### src/rtl/addr_gen_pkg.sv
// addr_gen_pkg: shared definitions for the 6502 effective-address generator.
//   - ADDR_WIDTH / REG_WIDTH : machine address and register widths
//   - AM_*                   : 4-bit addressing-mode encodings seen on 'mode'
//   - ag_state_e             : sequencer states of addr_gen
package addr_gen_pkg;

  localparam int ADDR_WIDTH = 16;
  localparam int REG_WIDTH  = 8;

  localparam logic [3:0] AM_ZPG  = 4'd0;
  localparam logic [3:0] AM_ZPGX = 4'd1;
  localparam logic [3:0] AM_ZPGY = 4'd2;
  localparam logic [3:0] AM_ABS  = 4'd3;
  localparam logic [3:0] AM_ABSX = 4'd4;
  localparam logic [3:0] AM_ABSY = 4'd5;
  localparam logic [3:0] AM_INDX = 4'd6;
  localparam logic [3:0] AM_INDY = 4'd7;
  localparam logic [3:0] AM_IND  = 4'd8;

  typedef enum logic [2:0] {
    AG_IDLE  = 3'd0,
    AG_RD_LO = 3'd1,
    AG_RD_HI = 3'd2,
    AG_CALC  = 3'd3,
    AG_DONE  = 3'd4
  } ag_state_e;

  // True for the modes that need two zero-page / absolute pointer reads.
  function automatic logic is_indirect(input logic [3:0] m);
    return (m == AM_INDX) || (m == AM_INDY) || (m == AM_IND);
  endfunction

endpackage

### src/rtl/addr_gen.sv
// addr_gen: effective-address generator for the 6502 addressing modes.
//
// Direct modes (ZPG/ZPGX/ZPGY/ABS/ABSX/ABSY, reserved codes 9-15 as ABS)
// finish one cycle after start. Indirect modes (INDX/INDY/IND) read the
// pointer low and high bytes through mem_addr/mem_rd and finish four cycles
// after start. A single adder is shared by all states.
//
// Ports:
//   clk, reset_n          clock, asynchronous active-low reset
//   start, mode           request (sampled only in IDLE) and AM_* mode
//   op_lo, op_hi          operand bytes
//   x_in, y_in            index register values
//   mem_rdata             pointer read data, valid the cycle after mem_rd
//   mem_addr, mem_rd      pointer read address/strobe (address held when idle)
//   eff_addr              effective address, valid with done, held afterwards
//   done                  one-cycle completion pulse
//   busy                  high whenever the sequencer is not IDLE
//   page_cross            low-byte carry of the ABSX/ABSY/INDY index add
//
// Build option: NES_JMP_IND_BUG_EN makes the IND high-byte pointer wrap
// inside its page (NMOS behaviour) instead of incrementing across it.
module addr_gen
  import addr_gen_pkg::*;
#(
  parameter int ADDR_W = ADDR_WIDTH,
  parameter int DATA_W = REG_WIDTH
) (
  input  logic              clk,
  input  logic              reset_n,
  input  logic              start,
  input  logic [3:0]        mode,
  input  logic [DATA_W-1:0] op_lo,
  input  logic [DATA_W-1:0] op_hi,
  input  logic [DATA_W-1:0] x_in,
  input  logic [DATA_W-1:0] y_in,
  input  logic [DATA_W-1:0] mem_rdata,
  output logic [ADDR_W-1:0] mem_addr,
  output logic              mem_rd,
  output logic [ADDR_W-1:0] eff_addr,
  output logic              done,
  output logic              busy,
  output logic              page_cross
);

  localparam int HI_W = ADDR_W - DATA_W;

  // Zero-extend a byte into the zero page.
  function automatic logic [ADDR_W-1:0] zp(input logic [DATA_W-1:0] b);
    return {{HI_W{1'b0}}, b};
  endfunction

  ag_state_e         state_r;
  logic [3:0]        mode_r;
  logic [DATA_W-1:0] y_r;
  logic [ADDR_W-1:0] ptr_r;
  logic [DATA_W-1:0] lo_r;

  logic [ADDR_W-1:0] mem_addr_r;
  logic              mem_rd_r;
  logic [ADDR_W-1:0] eff_addr_r;
  logic              done_r;
  logic              busy_r;
  logic              page_cross_r;

  logic [ADDR_W-1:0] add_a_s;
  logic [ADDR_W-1:0] add_b_s;
  logic [ADDR_W-1:0] sum_s;
  logic              lo_carry_s;
  logic [ADDR_W-1:0] zp_sum_s;
  logic [ADDR_W-1:0] ptr_s;
  logic [ADDR_W-1:0] ptr1_s;
  logic [ADDR_W-1:0] dir_eff_s;
  logic              dir_pc_s;

  // Shared adder operand selection: mode decode in IDLE, pointer increment
  // in RD_LO, final {hi,lo}(+Y) in CALC.
  always_comb begin
    add_a_s = {ADDR_W{1'b0}};
    add_b_s = {ADDR_W{1'b0}};
    case (state_r)
      AG_IDLE: begin
        case (mode)
          AM_ZPG, AM_INDY: begin
            add_a_s = zp(op_lo);
          end
          AM_ZPGX, AM_INDX: begin
            add_a_s = zp(op_lo);
            add_b_s = zp(x_in);
          end
          AM_ZPGY: begin
            add_a_s = zp(op_lo);
            add_b_s = zp(y_in);
          end
          AM_ABSX: begin
            add_a_s = {op_hi, op_lo};
            add_b_s = zp(x_in);
          end
          AM_ABSY: begin
            add_a_s = {op_hi, op_lo};
            add_b_s = zp(y_in);
          end
          default: begin
            // ABS, IND and reserved codes use the operand as-is.
            add_a_s = {op_hi, op_lo};
          end
        endcase
      end
      AG_RD_LO: begin
        add_a_s = ptr_r;
        add_b_s = {{(ADDR_W-1){1'b0}}, 1'b1};
      end
      AG_CALC: begin
        add_a_s = {mem_rdata, lo_r};
        if (mode_r == AM_INDY) begin
          add_b_s = zp(y_r);
        end else begin
          add_b_s = {ADDR_W{1'b0}};
        end
      end
      default: begin
        add_a_s = {ADDR_W{1'b0}};
        add_b_s = {ADDR_W{1'b0}};
      end
    endcase
  end

  assign sum_s      = add_a_s + add_b_s;
  // Carry into bit DATA_W recovered from the sum, so no second adder is needed.
  assign lo_carry_s = sum_s[DATA_W] ^ add_a_s[DATA_W] ^ add_b_s[DATA_W];
  assign zp_sum_s   = zp(sum_s[DATA_W-1:0]);

  // First pointer address and direct-mode result decoded from the IDLE sum.
  always_comb begin
    ptr_s     = zp_sum_s;
    dir_eff_s = sum_s;
    dir_pc_s  = 1'b0;
    if (mode == AM_IND) begin
      ptr_s = sum_s;
    end else begin
      ptr_s = zp_sum_s;
    end
    case (mode)
      AM_ZPG, AM_ZPGX, AM_ZPGY: begin
        dir_eff_s = zp_sum_s;
      end
      AM_ABSX, AM_ABSY: begin
        dir_pc_s = lo_carry_s;
      end
      default: begin
        dir_eff_s = sum_s;
        dir_pc_s  = 1'b0;
      end
    endcase
  end

  // Second pointer address: zero-page wrap for INDX/INDY, IND per build option.
  always_comb begin
    ptr1_s = zp_sum_s;
    if (mode_r == AM_IND) begin
`ifdef NES_JMP_IND_BUG_EN
      ptr1_s = {ptr_r[ADDR_W-1:DATA_W], sum_s[DATA_W-1:0]};
`else
      ptr1_s = sum_s;
`endif
    end else begin
      ptr1_s = zp_sum_s;
    end
  end

  // Sequencer with registered outputs.
  always_ff @(posedge clk or negedge reset_n) begin
    if (!reset_n) begin
      state_r      <= AG_IDLE;
      mode_r       <= 4'd0;
      y_r          <= {DATA_W{1'b0}};
      ptr_r        <= {ADDR_W{1'b0}};
      lo_r         <= {DATA_W{1'b0}};
      mem_addr_r   <= {ADDR_W{1'b0}};
      mem_rd_r     <= 1'b0;
      eff_addr_r   <= {ADDR_W{1'b0}};
      done_r       <= 1'b0;
      busy_r       <= 1'b0;
      page_cross_r <= 1'b0;
    end else begin
      case (state_r)
        AG_IDLE: begin
          done_r <= 1'b0;
          if (start) begin
            mode_r <= mode;
            y_r    <= y_in;
            busy_r <= 1'b1;
            if (is_indirect(mode)) begin
              ptr_r      <= ptr_s;
              mem_addr_r <= ptr_s;
              mem_rd_r   <= 1'b1;
              state_r    <= AG_RD_LO;
            end else begin
              eff_addr_r   <= dir_eff_s;
              page_cross_r <= dir_pc_s;
              done_r       <= 1'b1;
              state_r      <= AG_DONE;
            end
          end else begin
            busy_r <= 1'b0;
          end
        end
        AG_RD_LO: begin
          mem_addr_r <= ptr1_s;
          mem_rd_r   <= 1'b1;
          state_r    <= AG_RD_HI;
        end
        AG_RD_HI: begin
          lo_r     <= mem_rdata;
          mem_rd_r <= 1'b0;
          state_r  <= AG_CALC;
        end
        AG_CALC: begin
          // mem_rdata carries the high pointer byte in this cycle.
          eff_addr_r   <= sum_s;
          page_cross_r <= (mode_r == AM_INDY) ? lo_carry_s : 1'b0;
          done_r       <= 1'b1;
          state_r      <= AG_DONE;
        end
        AG_DONE: begin
          done_r  <= 1'b0;
          busy_r  <= 1'b0;
          state_r <= AG_IDLE;
        end
        default: begin
          done_r   <= 1'b0;
          busy_r   <= 1'b0;
          mem_rd_r <= 1'b0;
          state_r  <= AG_IDLE;
        end
      endcase
    end
  end

  assign mem_addr   = mem_addr_r;
  assign mem_rd     = mem_rd_r;
  assign eff_addr   = eff_addr_r;
  assign done       = done_r;
  assign busy       = busy_r;
  assign page_cross = page_cross_r;

endmodule
### config.mk
export PLATFORM = sky130hd
export DESIGN_NAME = addr_gen
export DESIGN_NICKNAME = d
export VERILOG_FILES = /design/src/rtl/addr_gen_pkg.sv /design/src/rtl/addr_gen.sv
export SDC_FILE = /design/constraint.sdc
export NUM_CORES = 1
export LEC_CHECK = 0
export CAP_MARGIN = 20
export CORE_MARGIN = 3
export CORE_UTILIZATION = 42
export DETAILED_ROUTE_END_ITERATION = 10
export PLACE_DENSITY = 0.68
export RECOVER_POWER = 50
export SETUP_SLACK_MARGIN = 0.4
export SLEW_MARGIN = 20
export SYNTH_ARGS = -nofsm -noshare
export SYNTH_HDL_FRONTEND = slang
export SYNTH_SLANG_ARGS = --single-unit
### constraint.sdc
create_clock -name clk -period 3.6 [get_ports clk]
set_clock_uncertainty 0.15 [all_clocks]
set_input_delay 0.54 -clock clk [delete_from_list [all_inputs] [get_ports clk]]
set_output_delay 0.54 -clock clk [all_outputs]
set_load 0.005 [all_outputs]
Word level (Yosys, flattened, before mapping)
Index checks and enable logic that the tools add are counted.
{ "classes": {"n_addsub": 1, "eq_ne": 16, "muxes": 30, "bitwise": 3, "reduce_logical": 19} }
{ "ops": {"columns": ["op", "count"], "rows": [
  ["$mux W16", 8],
  ["$pmux W16 S3", 2],
  ["$pmux W16 S2", 2],
  ["$eq A4 B3 Y1 const B", 5],
  ["$add A16 B16 Y16", 1],
  ["$pmux W8 S2", 1],
  ["$pmux W3 S4", 1],
  ["$reduce_and A3 Y1", 4],
  ["$mux W1", 9],
  ["$reduce_or A3 Y1", 3],
  ["$eq A4 B4 Y1 const B", 2],
  ["$mux W8", 1],
  ["$reduce_or A2 Y1", 4],
  ["$eq A3 B2 Y1 const B", 2],
  ["$mux W3", 2],
  ["$ne A2 B2 Y1 const B", 3],
  ["$pmux W1 S3", 2],
  ["$reduce_or A5 Y1", 1],
  ["$eq A4 B1 Y1 const B", 1],
  ["$eq A4 B2 Y1 const B", 1],
  ["$logic_not A4 Y1", 1],
  ["$pmux W1 S2", 2],
  ["$reduce_bool A2 Y1", 2],
  ["$eq A3 B1 Y1 const B", 1],
  ["6 further kinds", 8]
]} }
{ "word_totals": {"regBits": 75, "input_bits": 47, "out_inout_bits": 36, "wordCells": 80} }

Longest topological paths before layout
{ "depth": {"word_depth": 11, "ltp_mapped": 14, "depth_no_buf": 12} }

Least setup slack after synthesis
OpenSTA, ideal clock, no wires.
{ "synth_path": {"kind": "register -> register", "startpoint": "register state_r[1]", "endpoint": "register mem_addr_r[15], in the netlist mem_addr[15]", "setup_time_ns": 0.095, "arrival_ns": 3.688, "required_time_ns": 3.355, "path_slack_ns": -0.334, "path_stages_with_launch": 14, "path_buffers": 3, "period_less_slack_ns": 3.934, "path_cell_list": "dfrtp_1 > buf_2 > buf_1 > buf_1 > nor2_1 > a22oi_1 > nor2_1 > ha_1 > a211oi_1 > o21bai_1 > a2111oi_0 > nor4_1 > and3_1 > o31ai_1"} }
{ "synth_between": {"elab_chain_len": 7, "elab_cells_between_ends": 15, "classes_between": "add/sub (1); eq/ne (4); mux (7); reduce/logical (3)"} }
{ "synth_lines": {"columns": ["item", "line_no", "text"], "rows": [
  ["from (decl)", "addr_gen.sv:52", "ag_state_e state_r;"],
  ["from (signal assigned)", "addr_gen.sv:173", "state_r <= AG_IDLE;"],
  ["from (signal assigned)", "addr_gen.sv:196", "state_r <= AG_RD_LO;"],
  ["from (signal assigned)", "addr_gen.sv:201", "state_r <= AG_DONE;"],
  ["$eq A3 B2 Y1, or another cell as far along", "addr_gen.sv:80", "case (state_r)"],
  ["$pmux W16 S3", "addr_gen.sv:80", null],
  ["$add A16 B16 Y16", "addr_gen.sv:127", "assign sum_s = add_a_s + add_b_s;"],
  ["$mux W16", "addr_gen.sv:137", "if (mode == AM_IND) begin"],
  ["$mux W16", "addr_gen.sv:192", "if (is_indirect(mode)) begin"],
  ["$mux W16", "addr_gen.sv:188", "if (start) begin"],
  ["$pmux W16 S2", "addr_gen.sv:185", "case (state_r)"],
  ["to (signal assigned)", "addr_gen.sv:178", "mem_addr_r <= {ADDR_W{1'b0}};"],
  ["to (signal assigned)", "addr_gen.sv:194", "mem_addr_r <= ptr_s;"],
  ["to (signal assigned)", "addr_gen.sv:208", "mem_addr_r <= ptr1_s;"],
  ["to (decl)", "addr_gen.sv:58", "logic [ADDR_W-1:0] mem_addr_r;"]
]} }
Several ways; a longest one is shown, not always the timed one. The select of a mux whose other input is x is not followed.
A chain may end at the register's enable or synchronous reset.

Final worst setup path
{ "layout_path": {"startpoint": "register state_r[1]", "endpoint": "register mem_addr_r[13], in the netlist mem_addr[13]"} }
Same word-level chain as after synthesis.

==> metrics.cfg <==
[timing]
hold_viol_final=0
finalCritPeriodShare_pct=90.20
maxSlewViolCount=76
post-route-min-period_ns=3.247
worst_pin_slew_ns=1.882
fin_ws_ns=0.3526
fmaxAchievable_mhz=307.9
rsz0062_at_grt=yes
fin_tns_setup_ns=0
max_slew_margin_pct=-25.43
setup_viol=0

[synth]
synth_compound_area_share_pct=19.77
synthFlopType=dfrtp_1
synth_edf_count=0
synth_area_um2=4120
ys_warn_count=0
ys_seq_area_share_pct=45.55
syn_nets=475
synth-seq-cells=75
postSynthAreaPerCell_um2=9.833
synth_cells=419
yosysUniqueCellTypes=49
ys_async_sr_fraction_pct=100.0
synthMuxAreaShare_pct=13.18
yosys.area_share.simple_pct=12.85
synthXorXnorAreaFrac_pct=2.338
synth_top_family_by_area=compound AO/OA/AOI/OAI gates
synth_fa_ha_area_share_pct=2.915

[drt]
viasPerCell=5.452
drt-initial-drc-count=140
wl_per_cell_um=16.81
drc=0
vias=3669
drt_first_pass_iters=4
postRouteAntennaNets=0
drt-total-wl_um=11310

[setup_path]
r2r_slack_ns=0.35
worstPathArrival_ns=3.36
path_class=register to register
end_kind=register
cp_max_fo=9
crit_path_start_kind=register
required_ns=3.71

[run_status]
violations=capacitance limit, slew limit
outcome=complete, but fails checks

[cts]
root_buffer=clkbuf_8
cts_tree=built
hold_buffers=0
clock_sinks=75
clkTransAtPathRegs_ns=0.08
numCtsBuffers=9
clk_latency_ns=0.36
clockBufferDepth=2
htreeDepth=3

[floorplan]
die_x_um=105.0
coreArea_um2=9371
num_rows=35
die_h_um=105.0
initial_core_util_pct=43.97
die-area_um2=11030
num_io_pins=83

[power_and_ir_drop]
pwr-share-clk_pct=17.0
total_power_uw=4275
p_leak_uw=0.002482
p_switching_uw=1611
pwr-share-comb_pct=51.3
power_density_nw_per_um2=734.8
swShare_pct=37.69
ir_drop_uv=366.9
seq_power_share_pct=31.6
cellInternalPower_uw=2664

[global_route]
grt_max_degree=76
grt_pass1_vias=3636
grt.overflow.total=0
grt_util_all_layers_pct=20.85
grt_pass1_wl_um=18420
antenna_found_initial=0

[hold_path]
min_path_type=register to register

[cells_and_area]
register_area_um2=1878
drive_gt1_share_pct=26.10
final_util_pct=62.08
diodes=0
fin_cells=673
area_growth_pct=41.21
fin_nets=595
multi_input_area_um2=2331
fillers=830

[place]
dp.cells=644
gp_congestion=0.8717
dp_slack_ns=-0.3699
io_buffers=82
dp_hpwl_um=8331

[run]
cap_violations=1

metal layers:
layer	track usage [%]	routed length (um)
met5	0	0
met4	6.654	221
met3	4.324	464
met2	33.96	5404
met1	27.84	5221
worst max-delay path, cell delays in order (launching register included):
cell and delay (ns):
dfrtp_1 0.44, clkbuf_1 0.22, nand2_2 0.12, nor2_1 0.05, buf_4 0.16, a22o_1 0.27
ha_4 0.29, o21ai_2 0.05, o21bai_2 0.20, a2111oi_4 0.09, buf_4 0.17, or4_4 0.49
o21a_1 0.21, o31ai_1 0.24
layout make-up:
cell class,instances,share of cell area [%]
Multi-Input combinational cell,311,40.06
Sequential cell,75,32.28
Timing Repair Buffer,134,20.62
Tap cell,129,2.774
Clock buffer,10,2.194
Clock inverter,6,1.548
Inverter,8,0.5161
per-stage QoR:
stage	instance area, um2	hold WS (ns)
3_5_place_dp	5331	0.3078
6_report	5818	0.3199
3_3_place_gp	5331	0.3025
4_1_cts	5700	0.2138
5_1_grt	5818	0.3418
2_1_floorplan	4205	0.09441
logic make-up (layout without fill, tap and decap cells):
group                    after synthesis  in the layout
buffers and inverters                 33            158
adder cells (fa/ha/maj)                9              9
multiplexers                          50             50
flip-flops                            75             75
AO/OA/AOI/OAI                        124            124
XOR/XNOR                              11             11
AND/OR/NAND/NOR                      117            117
flip-flops by register name (all words and copies together) (netlist names):
signal / flops
eff_addr: 16
mode_r: 4
lo_r: 8
mem_addr: 16
done: 1
mem_rd: 1
y_r: 8
state_r: 3
ptr_r: 16
page_cross: 1
busy: 1
final timing paths:
path / start / end / cells after the start
max in group asynchronous: reset_n / state_r[2] / 1
worst min register to register: eff_addr[0] / eff_addr[0] / 2
worst min-delay path: eff_addr[0] / eff_addr[0] / 2
worst max register to register: state_r[1] / mem_addr[13] / 13
worst max-delay path: state_r[1] / mem_addr[13] / 13
min in group asynchronous: reset_n / y_r[3] / 1
synth_stat cells (6+ instances only):
| master | number | area [um2] |
|---|---|---|
| dfrtp_1 | 75 | 1877 |
| clkbuf_1 | 17 | 63.81 |
| o31ai_1 | 8 | 60.06 |
| mux2_2 | 34 | 382.9 |
| o21ai_0 | 37 | 185.2 |
| xnor2_1 | 8 | 70.07 |
| a22o_1 | 10 | 87.58 |
| a21oi_1 | 15 | 75.07 |
| a22oi_1 | 16 | 120.1 |
| mux2i_1 | 16 | 160.2 |
| o22ai_1 | 8 | 50.05 |
| inv_1 | 8 | 30.03 |
| nor3_1 | 8 | 40.04 |
| nor2_1 | 31 | 116.4 |
| nand2_1 | 55 | 206.5 |
| nand2b_1 | 6 | 37.54 |
| ha_1 | 8 | 100.1 |
placed cells by master, fill, tap and decap left out, types with 3 or more instances in the layout:
cell | synthesis | routed
a22oi_2 | 0 | 4
buf_6 | 2 | 4
nor2_1 | 31 | 26
clkbuf_1 | 17 | 5
xnor2_1 | 8 | 6
o21ai_1 | 5 | 7
buf_4 | 0 | 42
a22oi_1 | 16 | 12
dfrtp_1 | 75 | 74
nor3_1 | 8 | 8
mux2i_1 | 16 | 16
o21ai_0 | 37 | 32
ha_1 | 8 | 3
a21oi_1 | 15 | 13
o21bai_1 | 4 | 3
nor2_4 | 0 | 3
ha_4 | 0 | 4
o22ai_1 | 8 | 8
inv_1 | 8 | 8
nand2_1 | 55 | 54
dlygate4sd3_1 | 0 | 7
clkbuf_8 | 0 | 9
o31ai_1 | 8 | 7
nand2b_1 | 6 | 5
a22o_1 | 10 | 10
mux2_2 | 34 | 34
o221ai_1 | 3 | 3
a21oi_2 | 1 | 3
clkdlybuf4s50_1 | 0 | 71
a21o_1 | 3 | 3
power groups by stage:
stage	Sequential (uW)	Clock [uW]	Combinational, uW
after global placement	1350	0	1950
after floorplan	1320	0	1250
after global routing	1400	775	2400
after CTS	1360	738	2100
after detailed placement	1370	0	1990
final	1350	729	2200
what timing repair did:
action                     CTS  global route
gates cloned                 2             0
buffers inserted             5             6
pin swaps                   11             7
setup endpoints to repair   33            30
gates resized for setup     28            23
(Power assumes the default switching activity.)
